### config.mk
export PLATFORM = sky130hd
export DESIGN_NAME = alu_exec_unit
export DESIGN_NICKNAME = d
export VERILOG_FILES = /design/src/rtl/alu_exec_unit.sv
export SDC_FILE = /design/constraint.sdc
export NUM_CORES = 1
export LEC_CHECK = 0
export CORE_ASPECT_RATIO = 1.5
export CORE_MARGIN = 10
export CORE_UTILIZATION = 57
export DETAILED_ROUTE_END_ITERATION = 7
export GPL_ROUTABILITY_DRIVEN = 1
export MAX_ROUTING_LAYER = met4
export PLACE_DENSITY = 0.8
export SKIP_CTS_REPAIR_TIMING = 1
export SYNTH_ARGS = -nofsm -noshare
export SYNTH_HDL_FRONTEND = slang
export SYNTH_SLANG_ARGS = --single-unit
### constraint.sdc
create_clock -name clk -period 5.6 [get_ports clk]
set_input_delay 1.12 -clock clk [delete_from_list [all_inputs] [get_ports clk]]
set_output_delay 1.12 -clock clk [all_outputs]
set_load 0.05 [all_outputs]
### src/rtl/alu_exec_unit.sv
// Execute-stage ALU: single-cycle add/sub/and/or/slt plus an iterative
// one-bit-per-cycle sll that stalls upstream while it runs.
module alu_exec_unit #(
    parameter int unsigned WIDTH   = 32,
    parameter int unsigned SHAMT_W = 5
) (
    input  logic             clk,
    input  logic             rst,
    input  logic             in_valid,
    output logic             in_ready,
    input  logic [2:0]       alu_control,
    input  logic [WIDTH-1:0] src_a,
    input  logic [WIDTH-1:0] src_b,
    input  logic [4:0]       rd_in,
    input  logic             flush,
    output logic             out_valid,
    output logic [WIDTH-1:0] result,
    output logic             zero,
    output logic [4:0]       rd_out
);

    typedef enum logic [2:0] {
        OP_ADD = 3'b000,
        OP_SUB = 3'b001,
        OP_AND = 3'b010,
        OP_OR  = 3'b011,
        OP_SLL = 3'b100,
        OP_SLT = 3'b101
    } alu_op_e;

    typedef enum logic [0:0] {
        S_IDLE  = 1'b0,
        S_SHIFT = 1'b1
    } state_e;

    state_e               state_q;
    logic [WIDTH-1:0]     acc_q;
    logic [SHAMT_W-1:0]   cnt_q;
    logic [4:0]           rd_pend_q;
    logic [WIDTH-1:0]     result_q;
    logic                 zero_q;
    logic [4:0]           rd_out_q;
    logic                 out_valid_q;

    logic [WIDTH-1:0]     single_res_d;
    logic [WIDTH-1:0]     acc_shl_d;
    logic [SHAMT_W-1:0]   shamt;
    logic                 slt_lt;
    logic                 accept;
    logic                 start_shift;

    assign in_ready    = (state_q == S_IDLE);
    assign accept      = in_valid && in_ready && !flush;
    assign shamt       = src_b[SHAMT_W-1:0];
    assign start_shift = (alu_control == OP_SLL) && (shamt != '0);
    assign acc_shl_d   = {acc_q[WIDTH-2:0], 1'b0};
    assign slt_lt      = $signed(src_a) < $signed(src_b);

    // Single-cycle datapath; sll here only covers shamt == 0 (pass-through).
    always_comb begin
        single_res_d = src_a + src_b;
        case (alu_control)
            OP_SUB:  single_res_d = src_a - src_b;
            OP_AND:  single_res_d = src_a & src_b;
            OP_OR:   single_res_d = src_a | src_b;
            OP_SLL:  single_res_d = src_a;
            OP_SLT:  single_res_d = WIDTH'(slt_lt);
            default: single_res_d = src_a + src_b;
        endcase
    end

    always_ff @(posedge clk) begin
        if (!rst) begin
            state_q     <= S_IDLE;
            acc_q       <= '0;
            cnt_q       <= '0;
            rd_pend_q   <= '0;
            result_q    <= '0;
            zero_q      <= 1'b0;
            rd_out_q    <= '0;
            out_valid_q <= 1'b0;
        end else begin
            out_valid_q <= 1'b0;
            case (state_q)
                S_IDLE: begin
                    if (accept) begin
                        if (start_shift) begin
                            acc_q     <= src_a;
                            cnt_q     <= shamt;
                            rd_pend_q <= rd_in;
                            state_q   <= S_SHIFT;
                        end else begin
                            result_q    <= single_res_d;
                            zero_q      <= (single_res_d == '0);
                            rd_out_q    <= rd_in;
                            out_valid_q <= 1'b1;
                        end
                    end
                end
                S_SHIFT: begin
                    // Flush abandons the shift; result keeps its previous value.
                    if (flush) begin
                        cnt_q   <= '0;
                        state_q <= S_IDLE;
                    end else if (cnt_q == SHAMT_W'(1)) begin
                        result_q    <= acc_shl_d;
                        zero_q      <= (acc_shl_d == '0);
                        rd_out_q    <= rd_pend_q;
                        out_valid_q <= 1'b1;
                        cnt_q       <= '0;
                        state_q     <= S_IDLE;
                    end else begin
                        acc_q <= acc_shl_d;
                        cnt_q <= cnt_q - SHAMT_W'(1);
                    end
                end
                default: state_q <= S_IDLE;
            endcase
        end
    end

    assign out_valid = out_valid_q;
    assign result    = result_q;
    assign zero      = zero_q;
    assign rd_out    = rd_out_q;

endmodule

Word level (Yosys, flattened, before mapping)
Cells that the tools add are included. Widths: inputs -> output; s select.

Flip-flop bits (word level): 81. Input bits: 76. Word-level logic and storage cells: 74. Output and inout bits: 40.

$lt $le $gt $ge: 1. Bitwise logic cells: 3. Equal/unequal tests: 12. Reduce and logical (&&, ||, !) cells: 11. Add/sub/neg operators: 3. Mux-type cells: 36.

Operators by type and width (count): $pmux 32 s5 (1); $mux 32 (4); $mux 31 (4); $logic_not 32->1 (2); $pmux 32 s2 (1); $pmux 31 s2 (1); $mux 5 (8); $add 32x32->32 (1); $and 32x32->32 (1); $lt 32x32->1 (1); $or 32x32->32 (1); $sub 32x32->32 (1); $pmux 5 s2 (2); $mux 1 (12); $reduce_and 4->1 (2); $eq 3x2->1 const B (2); $eq 3x3->1 const B (2); $ne 2x1->1 const B (3); $ne 2x2->1 const B (3); $pmux 1 s2 (3); $eq 5x1->1 const B (1); $reduce_bool 5->1 (1); $sub 5x1->5 const B (1); $eq 3x1->1 const B (1); other kinds (5) (7).

Depth between registers and ports, before layout
Depth after elaboration: 6. Mapped depth: 15. Gate-level depth less buffers: 15.

Least setup slack after synthesis
Ideal clock, no wire load.

Path kind: input port to flip-flop. Start point: in src_a[0]. End point: reg zero_q, in the netlist zero. Library setup time: 96 ps. Stages: 13. Arrival: 4414 ps. Data required time: 5504 ps. Setup slack: 1091 ps. Buffers on the path: 0. Cells stage by stage: ha_1 -> fa_1 -> a21o_1 -> and4_4 -> or2_4 -> a221o_1 -> a221o_1 -> nor4_2 -> nand4b_1 -> nor4b_2 -> nand4_1 -> or4_1 -> o41ai_2.

Longest elaborated chain between the ends: 6. Elaborated cells between the ends (all ways): 10. Those cells by class: add/sub: 2; order compare: 1; mux: 4; bitwise: 2; reduce/logical: 1.

Ends and longest elaborated chain: start, declared (RTL line 12) `input logic [WIDTH-1:0] src_a,`; $add 32x32->32, or another cell as far along (RTL line 68) `default: single_res_d = src_a + src_b;`; $pmux 32 s5 (*) (RTL line 62) `case (alu_control)`; $logic_not 32->1 (*) (RTL line 94) `zero_q <= (single_res_d == '0);`; $mux 1 (*) (RTL line 87) `if (start_shift) begin`; $mux 1 (*) (RTL line 86) `if (accept) begin`; $pmux 1 s2 (*) (RTL line 84) `case (state_q)`; end signal, assigned (RTL line 94); end signal, assigned (RTL line 107) `zero_q <= (acc_shl_d == '0);`; end, declared (RTL line 41) `logic zero_q;`.

Every way passes the cells marked *; elsewhere a longest branch is shown, timed or not. The select of a mux whose other input is x is not followed. A chain may end at the register's enable or synchronous reset.

Final worst setup path
Start point: in src_a[10]. End point: reg zero_q, in the netlist zero.

Same word-level chain as after synthesis.

==> reports/qor.csv <==
stage,metric,value,unit
outcome,status,completed,
drt,routed len/inst,24.60,um
critical_path,CP peak stage delay,580,ps
synthesis,Post-Syn Nets,1485,
global_routing,GR Util All Layers,36.22,%
global_routing,total gr overflow,0,
floorplanning,full die area,21830,um2
global_routing,largest net degree at the start of global routing,69,
floorplanning,num ports,116,
synthesis,Gate Count Post-Synth,1309,
layout,share of post-route cells with drive strength above 1,7.523,%
drt,Iteration-0 DRC Markers,1466,
sta,Slew Limit Fails,0,
place,Cell Count Post-Placement,1599,
global_routing,vias in the first global route,10850,
critical_path,critical path capture point type,register,
pwr,total power density per cell area,212.5,nW/um2
cts,CTS Root Cell,clkbuf_16,
layout,Layout Cells excl Fill,1615,
sta,Rel. slew slack,29.11,%
floorplanning,DIE HEIGHT,176.0,um
layout,register area,1623,um2
global_routing,first-pass GRT wire length,60580,um
synthesis,syn avg cell area,7.067,um2
cts,"Reg clk slew, reported paths",70,ps
cts,Skew-Pair Late Insertion Delay,350,ps
layout,Area growth syn-to-layout,20.32,%
critical_path,Crit path max-delay family,compound AO/OA/AOI/OAI gates,
drt,met1 WL,14810,um
critical_path,cell chain of the critical path,clkdlybuf4s50_1 -> inv_1 -> ha_1 -> inv_1 -> a21o_1 -> a221oi_1 -> o211ai_1 -> a21o_1 -> a211o_1 -> o2bb2ai_1 -> nor3b_1 -> nand4_1 -> or4_1 -> o41ai_2,
place,gpl congestion,1.078,
drt,DR vias,11220,
sta,setup tns final,0,ps
synthesis,Synth warnings,0,
synthesis,synthesized area,9250,um2
cts,clk buf depth,2,
drt,drt via density,6.947,
sta,period utilization,95.12,%
drt,DRC,0,
critical_path,CP arrival,5580,ps
sta,"Hold Vio Cnt, Final",0,
sta,Worst Tran Pin Value,1063,ps
layout,"most common cell after layout, fill and taps aside",nor2_1,
drt,1st-pass router iterations,6,
cts,CTS buffer count,9,
pwr,Peak VDD IR,0.2324,mV
floorplanning,num rows,57,
floorplanning,chip width,124.0,um
sta,Final Setup Violations,0,
drt,Final ANT Viol Nets,0,
synthesis,"EDFF count, synth",0,
synthesis,"Primary FF master, synth",dfxtp_1,
hold_path,hold crit path type,register to register,
layout,Layout Nets,1580,
floorplanning,core area,16050,um2
cts,CTS tree,built,
flow_run,max_cap viols,0,
place,I/O Buffers,115,
layout,"commonest non-fill, non-tap cells in the layout","nor2_1, a21oi_1, clkdlybuf4s50_1, inv_1",
sta,RSZ-0062 raised after global routing,no,
drt,met2 wire length,18450,um
drt,Met3 Wirelength,3488,um
critical_path,Bufs and invs on worst path,3,
layout,post-layout util,69.36,%
layout,Multi-input gate area,6918,um2
place,detailed placement HPWL,30220,um
global_routing,initial antenna violation count,0,
cts,H-tree depth,3,
critical_path,largest fanout on the critical path,11,
critical_path,critical path launch point type,primary input,
synthesis,sequential fraction of the synthesis area,17.53,%
critical_path,Worst path slowest cell,clkdlybuf4s50_1,
synthesis,synth unique cells,86,
sta,Max Clock Skew,10.44,ps
sta,Final Critical Period,5327,ps
drt,Post-Route WL,39730,um
cts,clk sinks,81,
critical_path,Setup CP Type,primary input to register,
floorplanning,Initial Utilization,57.65,%
drt,uppermost layer routed,met4,
layout,antenna fix cells,0,
sta,Fmax,187.7,MHz
critical_path,Worst Path Required,5850,ps
pwr,Leakage,4.729,nW
synthesis,post-synthesis register bit count,81,
layout,Fillers,1326,
synthesis,"FFs w/ async S/R, synth",0,%
area by class of cell:
class                   count  area share, %
clock inverters             7          1.192
multi-input cells        1036          62.16
inverters                 105          3.541
well taps                 206          2.316
flip-flops and latches     81          14.58
clock buffers               9          2.024
repair buffers            171          14.19
cells in the mapped netlist (4+ instances only):
cell / count / share of area, %
nand3_1: 26 / 1.4
and2_1: 12 / 0.81
o31a_1: 4 / 0.38
o221a_2: 4 / 0.49
o21a_1: 12 / 0.97
nand4_1: 10 / 0.68
clkbuf_1: 63 / 2.6
o22ai_1: 13 / 0.88
a22oi_1: 6 / 0.49
a211oi_1: 32 / 2.6
a31o_2: 5 / 0.47
buf_1: 12 / 0.49
a221o_1: 19 / 2.1
mux2i_1: 18 / 1.9
a21o_1: 20 / 1.6
o211ai_1: 45 / 3.7
nor2b_1: 24 / 1.6
o21ai_0: 66 / 3.6
nand2_1: 98 / 4.0
ha_1: 98 / 13
a221oi_1: 18 / 1.7
o31ai_1: 7 / 0.57
o22a_1: 6 / 0.57
a31oi_1: 17 / 1.1
o21bai_1: 9 / 0.73
o211a_1: 15 / 1.6
a21oi_1: 121 / 6.5
nor3b_1: 5 / 0.41
nor4_1: 22 / 1.5
and3_1: 8 / 0.54
a211o_1: 5 / 0.47
buf_2: 10 / 0.54
nor3_1: 22 / 1.2
o21ai_1: 7 / 0.38
nor2_1: 160 / 6.5
inv_1: 101 / 4.1
nand2b_1: 17 / 1.1
o221ai_1: 16 / 1.5
dfxtp_1: 81 / 18
routing by layer:
layer  global-route usage [%]  vias up
met1                    41.18     5279
met2                    57.29      744
li1                         -     5010
met5                        -        -
met3                    5.659      187
met4                    23.97        0
through the flow:
| step | total power, mW | setup slack, ps | hold slack [ps] | instance area (um2) |
|---|---|---|---|---|
| CTS | 2.329 | 482.2 | 494.2 | 11130 |
| finish | 2.365 | 273.3 | 502.7 | 11130 |
| detailed placement | 1.619 | 134.0 | 484.8 | 10770 |
| global route | 2.443 | 179.8 | 521.2 | 11130 |
| floorplan | 1.252 | 1091 | 463.2 | 9250 |
| global placement | 1.614 | 105.2 | 470.1 | 10770 |
sequential cells by signal (all words and copies together) (netlist names):
name	count
out_valid	1
cnt_q	5
rd_out	5
result	32
state_q	1
rd_pend_q	5
zero	1
acc_q	31
cell families after synthesis:
kind of cell	count (synthesis)	share of synthesized area, %
DFF	81	17.53
adders and majority gates	100	13.69
xor gates and xnor gates	4	0.3788
buffers and inverters	192	8.021
muxes	19	2.069
and+or+nand+nor	427	21.90
AOI/OAI and AO/OA	486	36.41
power breakdown:
| part | switching (mW) | internal, mW |
|---|---|---|
| Sequential | 0.0236 | 0.605 |
| Combinational | 0.646 | 0.374 |
| Clock | 0.269 | 0.447 |
| Total | 0.939 | 1.43 |
final timing paths:
kind | startpoint | endpoint | slack [ps] | cells past startpoint
worst min-delay path | rd_out[2] | rd_out[2] | 500 | 2
worst min register to register | rd_out[2] | rd_out[2] | 500 | 2
worst max register to register | state_q | zero | 1800 | 10
worst max-delay path | src_a[10] | zero | 270 | 14
tightest hold or removal path: cells and delay by family (launching register included):
kind / cells / cell delay [ps]
AO/OA/AOI/OAI: 1 / 50
flip-flops: 1 / 310
AND/OR/NAND/NOR: 1 / 100
No activity file was read; power rests on OpenSTA's default activity.
==> patch, RTL diff (config.mk and constraints unchanged) <==
Set the parameter `SHAMT_W` to 7 (it was 5).
--- a/src/rtl/alu_exec_unit.sv
+++ b/src/rtl/alu_exec_unit.sv
@@ -4,3 +4,3 @@
     parameter int unsigned WIDTH   = 32,
-    parameter int unsigned SHAMT_W = 5
+    parameter int unsigned SHAMT_W = 7
 ) (
Behaviour: not the same (a bounded check fails within 4 cycles, from zero or initial values and one cycle with rst low).
==> patch against the original RTL <==
- non-clock buffer count down 21
- sequential cell count up 2
- global-route usage down 1.3 points
- total power down 6.6%
- synthesized cell count up 2.7%
- synthesized area up 0.97%
- worst setup slack better by 46 ps
- design area down 1.2%
- critical path depth unchanged
- routed wire length down 0.23%
==> patch: results (changes against the original RTL) <==
| Metric | Value |
|---|---|
| Outcome | complete, no violations (unchanged) |
| Clock Latency Late Sink | 350 ps (about the same) |
| Post-Syn Nets | 1520 (was 1485) |
| Detailed Route WL | 39600 µm (was 39700 µm) |
| Maximum clock path buffer count | 2 (unchanged) |
| Half-perimeter wire length after placement | 30900 µm (was 30200 µm) |
| Clk Tree Root Cell | clkbuf_16 (unchanged) |
| Yosys warns | 0 (unchanged) |
| Post-route non-filler standard cell count | 1628 (was 1615) |
| Ys async rst share | 0% (unchanged) |
| Commonest cells post-synth | 162 x nor2_1, 137 x nand2_1, 109 x a21oi_1, 98 x ha_1, 96 x inv_1 (was 160 x nor2_1, 121 x a21oi_1, 101 x inv_1, 98 x ha_1, 98 x nand2_1) |
| M1 WL | 14200 µm (was 14800 µm) |
| Fill cell count | 1444 (was 1326) |
| Worst min-delay path category | reg2reg (unchanged) |
| Overflow after GRT | 0 (unchanged) |
| Worst VDD drop | 0.238 mV (was 0.232 mV) |
| Rel. slew slack | 28.2% (was 29.1%) |
| Leakage | 4.41 nW (was 4.73 nW) |
| # nets final | 1593 (was 1580) |
| IO buf count | 115 (unchanged) |
| Pre-antenna DRT Iters | 7 (was 6) |
| Clk_skew | 10.1 ps (was 10.4 ps) |
| Final GP Congestion | 1.07 (was 1.08) |
| Reg clk slew, reported paths | 80 ps |
| Slowest CP cell | clkdlybuf4s50_1 (unchanged) |
| Detail Route met3 WL | 3200 µm (was 3490 µm) |
| Avg Inst Size Synth | 6.95 µm² (was 7.07 µm²) |
| Fraction of layout cells with a size suffix above 1 | 6.33% (was 7.52%) |
| Met2 wire length | 19500 µm (was 18500 µm) |
| Worst Path Max Fanout | 5 (was 11) |
| Antenna fix cells | 0 (unchanged) |
| Gr usage total | 35.0% (was 36.2%) |
| Vias in the first global route | 10800 (about the same) |
| Via density | 6.86 (was 6.95) |
| Post-synth cell types | 91 (was 86) |
| Max incr delay on CP | 670 ps (was 580 ps) |
| Ranking of synthesized cells by area | dfxtp_1 18%, ha_1 13%, nor2_1 6.5% (was dfxtp_1 18%, ha_1 13%, a21oi_1 6.5%) |
| First-pass GRT wire length | 60600 µm (about the same) |
| Register area share after synthesis | 17.8% (was 17.5%) |
| Max Used Layer | met4 (unchanged) |
| Largest net degree at the start of global routing | 74 (was 69) |
| WP data arrival | 5540 ps (was 5580 ps) |
| H-tree Lvls | 3 (unchanged) |
| Iteration-0 DRC Markers | 1278 (was 1466) |
-- patch: cell types whose count changed after synthesis, sizes merged, moves of 11 or more --
cell	unedited run	this run
o211a	15	4
nand3	26	40
o21ai	73	88
a21oi	122	109
a221o	19	6
nand2	98	137
-- patch: cells by family after synthesis --
logic type               after synthesis  synth area share [%]
AND/OR/NAND/NOR                      488                  24.6
flip-flops                            83                  17.8
multiplexers                          15                  1.65
buffers and inverters                187                  7.72
XOR/XNOR                              12                  1.13
AO/OA/AOI/OAI                        459                  33.6
adder cells (fa/ha/maj)              100                  13.6
-- patch: path summary, 6_finish.rpt --
path | from | endpoint | slack (ps) | depth (start not counted)
max | src_a[1] | zero | 320 | 14
max reg2reg | cnt_q[3] | zero | 2190 | 11
min reg2reg | rd_pend_q[3] | rd_pend_q[3] | 470 | 2
min | rd_pend_q[3] | rd_pend_q[3] | 470 | 2
-- patch: layout make-up --
class                           instances  area share [%]
Clock buffer                            9            2.05
Tap cell                              206            2.34
Multi-Input combinational cell       1074            63.5
Timing Repair Buffer                  150            12.8
Sequential cell                        83            15.1
Clock inverter                          7           0.740
Inverter                               99            3.38
-- patch: metal layers --
metal	global-route usage (%)	up-vias
li1	-	5047
met1	37.2	5194
met5	-	-
met2	60.7	709
met3	5.22	212
met4	20.1	0
-- patch: power by group --
part	total [W]	internal, W	switching (W)
logic	0.000964	0.000343	0.000621
clock network	0.000604	0.000318	0.000286
registers	0.000641	0.000617	0.0000239
total	0.00221	0.00128	0.000931
-- patch: per-stage QoR --
stage	cell area [µm²]	total power, W	setup slack [ps]
finish	11000	0.00221	319
global route	11000	0.00229	174
CTS	11000	0.00217	605
detailed placement	10700	0.00158	400
global placement	10700	0.00157	409
floorplan	9340	0.00125	1560
-- patch: worst max-delay path, delay by kind of cell --
family,cells,cell delay (ps)
and+or+nand+nor,7,1670
buffers and inverters,2,890
AOI/OAI and AO/OA,4,1480
adders and majority gates,1,360
